==> src/rtl/ifetch_queue_if.sv <==
// ifetch_queue_if: bundles the fetch-side push bus and the decode-side
// pop bus of the instruction queue.
//   master : fetch/decoder side. It drives push_* and dec_accept and
//            observes out_*, stall and count.
//   slave  : the queue itself.
// count is log2(DEPTH)+1 bits wide so it can hold DEPTH.
interface ifetch_queue_if #(
  parameter int DEPTH = 8
) ();
  localparam int CW = $clog2(DEPTH) + 1;

  logic          push_valid;
  logic [1:0]    push_mask;
  logic [31:0]   push_pc0;
  logic [31:0]   push_pc1;
  logic [31:0]   push_inst0;
  logic [31:0]   push_inst1;
  logic [1:0]    dec_accept;
  logic [1:0]    out_valid;
  logic [31:0]   out_pc0;
  logic [31:0]   out_pc1;
  logic [31:0]   out_inst0;
  logic [31:0]   out_inst1;
  logic          stall;
  logic [CW-1:0] count;

  modport master (
    output push_valid, push_mask, push_pc0, push_pc1, push_inst0, push_inst1,
    output dec_accept,
    input  out_valid, out_pc0, out_pc1, out_inst0, out_inst1, stall, count
  );

  modport slave (
    input  push_valid, push_mask, push_pc0, push_pc1, push_inst0, push_inst1,
    input  dec_accept,
    output out_valid, out_pc0, out_pc1, out_inst0, out_inst1, stall, count
  );
endinterface

==> src/rtl/ifetch_queue.sv <==
// ifetch_queue: dual-wide first-word-fall-through instruction queue that sits
// between fetch and the two decoders.
//   clk, rst : clock and synchronous active-high reset
//   flush    : discard every queued entry (redirect, exception, ertn)
//   q        : ifetch_queue_if.slave
//              push_valid/push_mask/push_pc*/push_inst* : a fetch pair (mask 01 or 11)
//              dec_accept : thermometer pop request from the decoders
//              out_*      : head and head+1 entries, valid from occupancy
//              stall      : fewer than two free entries, drives the PC pause
//              count      : occupancy
// All outputs come from registered state, so nothing here is combinational
// from push_* or dec_accept to stall.
module ifetch_queue #(
  parameter int DEPTH         = 8,
  parameter int DECODER_WIDTH = 2
) (
  input  logic           clk,
  input  logic           rst,
  input  logic           flush,
  ifetch_queue_if.slave  q
);
  localparam int PW = $clog2(DEPTH);
  localparam int CW = PW + 1;

  typedef struct packed {
    logic [31:0] pc;
    logic [31:0] inst;
  } entry_t;

  entry_t          mem [DEPTH];
  logic [PW-1:0]   head;
  logic [PW-1:0]   tail;
  logic [CW-1:0]   count_r;

  logic            stall_w;
  logic [DECODER_WIDTH-1:0]         rd_vld;
  logic [DECODER_WIDTH-1:0][31:0]   rd_pc;
  logic [DECODER_WIDTH-1:0][31:0]   rd_inst;

  // Read side: out slot s shows entry head+s and is valid once the queue
  // holds more than s entries.
  for (genvar s = 0; s < DECODER_WIDTH; s++) begin : g_rd
    logic [PW-1:0] idx;
    assign idx        = head + PW'(s);
    assign rd_vld[s]  = (count_r > CW'(s));
    assign rd_pc[s]   = mem[idx].pc;
    assign rd_inst[s] = mem[idx].inst;
  end

  assign stall_w     = (count_r > CW'(DEPTH - 2));
  assign q.stall     = stall_w;
  assign q.count     = count_r;
  assign q.out_valid = rd_vld[1:0];
  assign q.out_pc0   = rd_pc[0];
  assign q.out_pc1   = rd_pc[1];
  assign q.out_inst0 = rd_inst[0];
  assign q.out_inst1 = rd_inst[1];

  // Push: slot 0 must be present for anything to be written, so masks 10
  // and 00 write nothing. A pair offered while stalled is simply dropped.
  logic          push_ok;
  logic          wr0;
  logic          wr1;
  logic [1:0]    npush;
  logic [PW-1:0] tail_p1;

  assign push_ok = q.push_valid & ~stall_w & ~flush;
  assign wr0     = push_ok & q.push_mask[0];
  assign wr1     = wr0 & q.push_mask[1];
  assign npush   = {1'b0, wr0} + {1'b0, wr1};
  assign tail_p1 = tail + PW'(1);

  // Pop: slot 1 only counts if slot 0 is consumed in the same cycle.
  logic       pop0;
  logic       pop1;
  logic [1:0] npop;

  assign pop0 = q.dec_accept[0] & rd_vld[0];
  assign pop1 = pop0 & q.dec_accept[1] & rd_vld[1];
  assign npop = {1'b0, pop0} + {1'b0, pop1};

  // Storage carries no reset; entries beyond count are never shown as valid.
  // Since a push needs two free entries, writes never land on head/head+1
  // while they are still occupied.
  always_ff @(posedge clk) begin
    if (wr0) mem[tail]    <= '{pc: q.push_pc0, inst: q.push_inst0};
    if (wr1) mem[tail_p1] <= '{pc: q.push_pc1, inst: q.push_inst1};
  end

  always_ff @(posedge clk) begin
    if (rst || flush) begin
      head    <= '0;
      tail    <= '0;
      count_r <= '0;
    end else begin
      head    <= head + PW'(npop);
      tail    <= tail + PW'(npush);
      count_r <= count_r + CW'(npush) - CW'(npop);
    end
  end
endmodule
==> src/flat_wrapper.sv <==
// flat-port wrapper written by rule: the top's interface ports become plain ports
module ifetch_queue_flat 
#(
  parameter int DEPTH         = 8,
  parameter int DECODER_WIDTH = 2
)
  (clk, rst, flush, q_push_valid, q_push_mask, q_push_pc0, q_push_pc1, q_push_inst0, q_push_inst1, q_dec_accept, q_out_valid, q_out_pc0, q_out_pc1, q_out_inst0, q_out_inst1, q_stall, q_count);
  ifetch_queue_if #(.DEPTH(DEPTH)) q_i ();
  input  logic clk;
  input  logic rst;
  input  logic flush;
  input wire logic [$bits(q_i.push_valid)-1:0] q_push_valid;
  input wire logic [$bits(q_i.push_mask)-1:0] q_push_mask;
  input wire logic [$bits(q_i.push_pc0)-1:0] q_push_pc0;
  input wire logic [$bits(q_i.push_pc1)-1:0] q_push_pc1;
  input wire logic [$bits(q_i.push_inst0)-1:0] q_push_inst0;
  input wire logic [$bits(q_i.push_inst1)-1:0] q_push_inst1;
  input wire logic [$bits(q_i.dec_accept)-1:0] q_dec_accept;
  output wire logic [$bits(q_i.out_valid)-1:0] q_out_valid;
  output wire logic [$bits(q_i.out_pc0)-1:0] q_out_pc0;
  output wire logic [$bits(q_i.out_pc1)-1:0] q_out_pc1;
  output wire logic [$bits(q_i.out_inst0)-1:0] q_out_inst0;
  output wire logic [$bits(q_i.out_inst1)-1:0] q_out_inst1;
  output wire logic [$bits(q_i.stall)-1:0] q_stall;
  output wire logic [$bits(q_i.count)-1:0] q_count;
  assign q_i.push_valid = q_push_valid;
  assign q_i.push_mask = q_push_mask;
  assign q_i.push_pc0 = q_push_pc0;
  assign q_i.push_pc1 = q_push_pc1;
  assign q_i.push_inst0 = q_push_inst0;
  assign q_i.push_inst1 = q_push_inst1;
  assign q_i.dec_accept = q_dec_accept;
  assign q_out_valid = q_i.out_valid;
  assign q_out_pc0 = q_i.out_pc0;
  assign q_out_pc1 = q_i.out_pc1;
  assign q_out_inst0 = q_i.out_inst0;
  assign q_out_inst1 = q_i.out_inst1;
  assign q_stall = q_i.stall;
  assign q_count = q_i.count;
  ifetch_queue #(.DEPTH(DEPTH), .DECODER_WIDTH(DECODER_WIDTH)) u_core (.clk(clk), .rst(rst), .flush(flush), .q(q_i));
endmodule
==> config.mk <==
export PLATFORM = sky130hd
export DESIGN_NAME = ifetch_queue_flat
export DESIGN_NICKNAME = d
export VERILOG_FILES = /design/src/rtl/ifetch_queue_if.sv /design/src/rtl/ifetch_queue.sv /design/src/flat_wrapper.sv
export SDC_FILE = /design/constraint.sdc
export NUM_CORES = 1
export LEC_CHECK = 0
export ABC_AREA = 1
export BUFFER_PORTS_ARGS = -buffer_cell sky130_fd_sc_hd__buf_2
export CAP_MARGIN = 20
export CORE_ASPECT_RATIO = 0.75
export CORE_MARGIN = 2
export CORE_UTILIZATION = 30
export CTS_CLUSTER_SIZE = 10
export DETAILED_ROUTE_END_ITERATION = 7
export HOLD_SLACK_MARGIN = 0.12
export PLACE_DENSITY_LB_ADDON = 0.1
export SETUP_SLACK_MARGIN = 0.15
export SKIP_LAST_GASP = 1
export SYNTH_ARGS = -nofsm -noshare
export SYNTH_HDL_FRONTEND = slang
export SYNTH_SLANG_ARGS = --single-unit
==> constraint.sdc <==
create_clock -name clk -period 4.7 [get_ports clk]
set_input_delay 0.705 -clock clk [delete_from_list [all_inputs] [get_ports clk]]
set_output_delay 0.705 -clock clk [all_outputs]
set_load 0.02 [all_outputs]
Yosys cells after proc, flatten, opt, wreduce, memory -nomap -nowiden
Memories as Yosys holds them, arrays and structs flattened. A register that Yosys moved wholly into a read port is not among the register bits.
Index checks and enable logic that the tools add are counted.
{"block": "totals", "ramBits": 512, "elab_cells": 30, "inputBits": 136, "ff_bits": 10, "mem_count": 1}
{"name": "u_core.mem", "words": 8, "width": 64, "rd": 2, "rd_ports_with_merged_regs": 1, "write_ports": 2, "line_no": "ifetch_queue.sv:30", "text": "entry_t mem [DEPTH];"}
{"block": "classes", "magnitude_cmp": 3, "addsub": 8, "n_reduce_logical": 1, "n_mux": 5, "bitwise": 9}
{"op": "> comparator 4 x 1 -> 1 bit (second input constant)", "count": 2}
{"op": "AND 1 bit", "count": 7}
{"op": "adder 3 x 1 -> 3 bit (second input constant)", "count": 2}
{"op": "adder 3 x 2 -> 3 bit", "count": 2}
{"op": "adder 1 x 1 -> 2 bit", "count": 2}
{"op": "adder 4 x 2 -> 4 bit", "count": 1}
{"op": "> comparator 4 x 3 -> 1 bit (second input constant)", "count": 1}
{"op": "two-way mux 1 bit", "count": 4}
{"op": "subtractor 4 x 2 -> 4 bit", "count": 1}
{"op": "two-way mux 3 bit", "count": 1}
{"op": "inverter 1 bit", "count": 2}
{"op": "logical OR 1 bit", "count": 1}

Logic depth before layout (Yosys ltp)
{"block": "depth", "ltp_word": 9, "depth_mapped": 15, "mapped_depth_nobuf": 13}

Least setup slack after synthesis
OpenSTA, ideal clock, no wires.
{"block": "synth_path", "kind": "input-to-reg", "startpoint": "in flush", "endpoint": "mem u_core.mem[0][0] (netlist name), enable pin", "path_slack_ps": -98, "path_buffers": 2, "setup_ps": 494, "t_arrival_ps": 4304, "required_time_ps": 4206, "stages": 7, "path_cell_list": "inv_1 nand3_1 inv_1 nand3_1 buf_4 clkbuf_1 o21ai_1"}
{"item": "start: declaration", "line_no": "flat_wrapper.sv:11", "text": "input logic flush;"}
{"item": "end: declaration", "line_no": "ifetch_queue.sv:30"}

Worst setup path in the final report
{"block": "layout_path", "startpoint": "reg u_core.head[1]", "endpoint": "out q_out_pc1[28]"}
{"block": "layout_via", "elab_chain_len": 2}
{"item": "start: declaration", "line_no": "ifetch_queue.sv:31", "text": "logic [PW-1:0] head;"}
{"item": "start signal: assignment", "line_no": "ifetch_queue.sv:96", "text": "head <= head + PW'(npop);"}
{"item": "adder 3 x 1 -> 3 bit", "line_no": "ifetch_queue.sv:44", "text": "assign idx = head + PW'(s);"}
{"item": "memory read (8 x 64 bit)"}
{"item": "end: declaration", "line_no": "flat_wrapper.sv:21", "text": "output wire logic [$bits(q_i.out_pc1)-1:0] q_out_pc1;"}
Every way passes these cells.

==> flow_metrics.tcl <==
set metrics [dict create \
    drt_iter0_markers 3385 \
    drive_gt1_share_pct 10.2 \
    finalSetupViolations 0 \
    hold_depth 4 \
    seq_power_share_pct 33.4 \
    hold_path.class "input pin to flip-flop" \
    yosysSeqAreaShare_pct 43.8 \
    finalClockSkew_ns 0.0197 \
    cp.arrival_ns 3.25 \
    layout_setup_ws_ns 0.748 \
    p_leak_uw 0.0155 \
    syn_inst 4646 \
    worst_slew_pin_slew_ns 1.15 \
    r2r_start "u_core.tail[0]$_SDFF_PP0_" \
    synth-main-ff-cell "edfxtp_1" \
    gr-total-overflow 0 \
    antenna_left 0 \
    yosys-top-cells-count "1,169 x nand2_1, 527 x nand3_1, 512 x edfxtp_1, 512 x o21bai_1, 448 x o21ai_0" \
    synth_area_leaders "edfxtp_1 43%, nand2_1 12%, o21bai_1 11%, nand3_1 7.4%, o21ai_0 6.3%" \
    ir_drop_mv 0.296 \
    start_util_pct 30.2 \
    worst_setup_path_start_kind "flip-flop" \
    comb_power_share_pct 34.7 \
    crit_path_cell_trace "ha_4, inv_4, buf_4, o21ai_0, o22ai_1, nand2_1, nand2_1, buf_2" \
    synth_top_family_by_area "compound AO/OA/AOI/OAI gates" \
    nets 4745 \
    status "complete, no violations" \
    avgSynthCellArea_um2 7.66 \
    htreeDepth 3 \
    cts_setup_buffers 0 \
    min_to "u_core.q.count[3]$_SDFF_PP0_" \
    grt_pass1_wl_um 227000 \
    ioPinCount 271 \
    clkTransAtPathRegs_ns 0.06 \
    ys_types 29 \
    grt_max_degree 177 \
    yosys.area_share.simple_pct 21.5 \
    multi_input_area_um2 16700 \
    synth_largest_area_cell "edfxtp_1" \
    rows 109 \
    ys_warn_count 0 \
    crit_type "flip-flop to output pin" \
    synth_nets 4797 \
    clk_path_buf_depth 3 \
    p_clk_share_pct 31.9 \
    syn_area_um2 35600 \
    endpoint_kind "output pin" \
    reg2reg_slack_ns 1.29 \
    p_per_area_nw_per_um2 394 \
    power.internal_uw 9580 \
    place_hpwl_um 84400 \
    fin_cells 6188 \
    report.final.slew_viol_count 0 \
    hp-start "rst" \
    synth.top_cell.area_share_pct 43.2 \
    crit_path_start "u_core.head[1]$_SDFF_PP0_" \
    drc 0 \
    register_area_um2 15600 \
    holdBufCountCts 0 \
    async_reset_ff_share_pct 0 \
    ctsResizeCount 0 \
    wl_um 158000 \
    antenna_found_initial 10 \
    synthXorXnorAreaFrac_pct 0.0985 \
    r2r-end "u_core.mem[3][6]$_DFFE_PP_" \
    core_um2 118000 \
    first_global_vias 31449 \
    synth_compound_area_share_pct 24.2 \
    placed_cells 6079 \
    hold_violations 0 \
    crit_slowest_cell "inv_4" \
    crit_required_ns 3.99 \
    synthMuxAreaShare_pct 0 \
    vias 33739 \
    wl_per_cell_um 25.6 \
    yosysMostFrequentCell "nand2_1" \
    switching_share_pct 39.0 \
    postLayoutCoreUtil_pct 33.9 \
    cts_root_buffer "clkbuf_16" \
    viasPerCell 5.45 \
    whs_ns 0.328 \
    cp_max_fo 42 \
    tritoncts "yes" \
    die_y_um 302 \
    dr.pass1.iters 6 \
    rsz0062_at_grt "false" \
    fin_crit_ns 3.95 \
    ys_ff_latch 522 \
    fp.dieW_um 402 \
    cts_made_buffers 67 \
    area_delta_synth_final_pct 12.1 \
    slew_headroom_pct 23.6 \
    cap_violations 0 \
    die_area_um2 121000 \
    numPortBuffers 270 \
    slowest_delay_ns 0.62 \
    clock.fmax_mhz 253 \
    cts.sinks 522 \
    fill_cells 12364 \
    min_period_over_period_pct 84.1 \
    place.gp.congestion 0.764 \
    synth_edf_count 512 \
    r2r_cells 8 \
    post-place-ws_ns 1.33 \
    clk_latency_ns 0.65 \
    crit_top_cell "nand2_1" \
    synthAdderAreaFrac_pct 0.612 \
    track_usage_pct 25.3 \
    switching_power_uw 6130 \
]
cells in the final DEF (no fill, tap or decap), types with 2 or more instances in the layout:
master,count
a21oi_1,322
buf_12,24
buf_2,270
buf_4,68
bufinv_16,2
clkbuf_1,20
clkbuf_16,71
clkinv_1,10
clkinv_2,4
dfxtp_1,7
dfxtp_4,3
diode_2,2
edfxtp_1,512
fa_1,4
ha_1,10
inv_1,342
inv_4,11
inv_6,2
nand2_1,1165
nand2_4,4
nand3_1,522
nand3_4,5
nand4_1,8
nor2_1,142
o211ai_1,64
o21ai_0,448
o21ai_4,4
o21bai_1,512
o22ai_1,64
xor2_1,2
state kept, by name, indices dropped and copies added (netlist names):
| name | count |
|---|---|
| u_core.tail | 3 |
| u_core.head | 3 |
| u_core.q.count | 4 |
| u_core.mem | 512 |
layout make-up:
class	instances	share of cell area [%]
clock buffer	91	4.64
clock inverter	16	0.307
timing repair buffer	362	5.87
antenna	2	0.0125
inverter	357	3.46
sequential	522	39.1
multi-input combinational	3284	41.8
tap	1554	4.87
per-layer routing:
| metal | track usage, % | wire length [um] | vias to the layer above |
|---|---|---|---|
| met2 | 38.3 | 68300 | 1377 |
| met5 | 0 | 47 | - |
| li1 | - | - | 15744 |
| met1 | 37.6 | 75200 | 16387 |
| met3 | 3.95 | 11200 | 223 |
| met4 | 5.94 | 3490 | 8 |
worst max path at each step:
stage	endpoint	depth (start not counted)	slack, ns
after floorplan	u_core.mem[0][0]$_DFFE_PP_	7	-0.1
after global placement	u_core.mem[7][23]$_DFFE_PP_	7	1.40
after detailed placement	u_core.mem[3][8]$_DFFE_PP_	8	1.33
after CTS	q_out_pc1[28]	8	0.71
after global routing	q_out_pc1[18]	8	0.62
final	q_out_pc1[28]	8	0.75
stage by stage:
step | power [uW] | instance area (um2) | setup TNS [ns]
global placement | 10800 | 37900 | 0
floorplan | 8910 | 35600 | -25.03
CTS | 15800 | 39900 | 0
finish | 15700 | 39900 | 0
detailed placement | 10800 | 37900 | 0
global route | 16500 | 39900 | 0
logic make-up after synthesis:
kind of cell / count (synthesis)
DFF: 522
AOI/OAI and AO/OA: 1414
and+or+nand+nor: 1851
xor gates and xnor gates: 4
adders and majority gates: 15
buffers and inverters: 840
critical path, delay by kind of cell (launching register included):
kind	cells	cell delay, ns
flops	1	0.56
compound gates	2	0.30
buf+inv	3	1.23
simple gates	2	0.21
fa+ha+maj	1	0.30
power groups by stage:
stage               Combinational, uW  Sequential [uW]  Clock [uW]
finish                           5450             5250        5010
global route                     5970             5250        5270
CTS                              5460             5250        5110
detailed placement               5450             5350           0
global placement                 5450             5350           0
floorplan                        3560             5340           0
No activity file was read; power rests on OpenSTA's default activity.
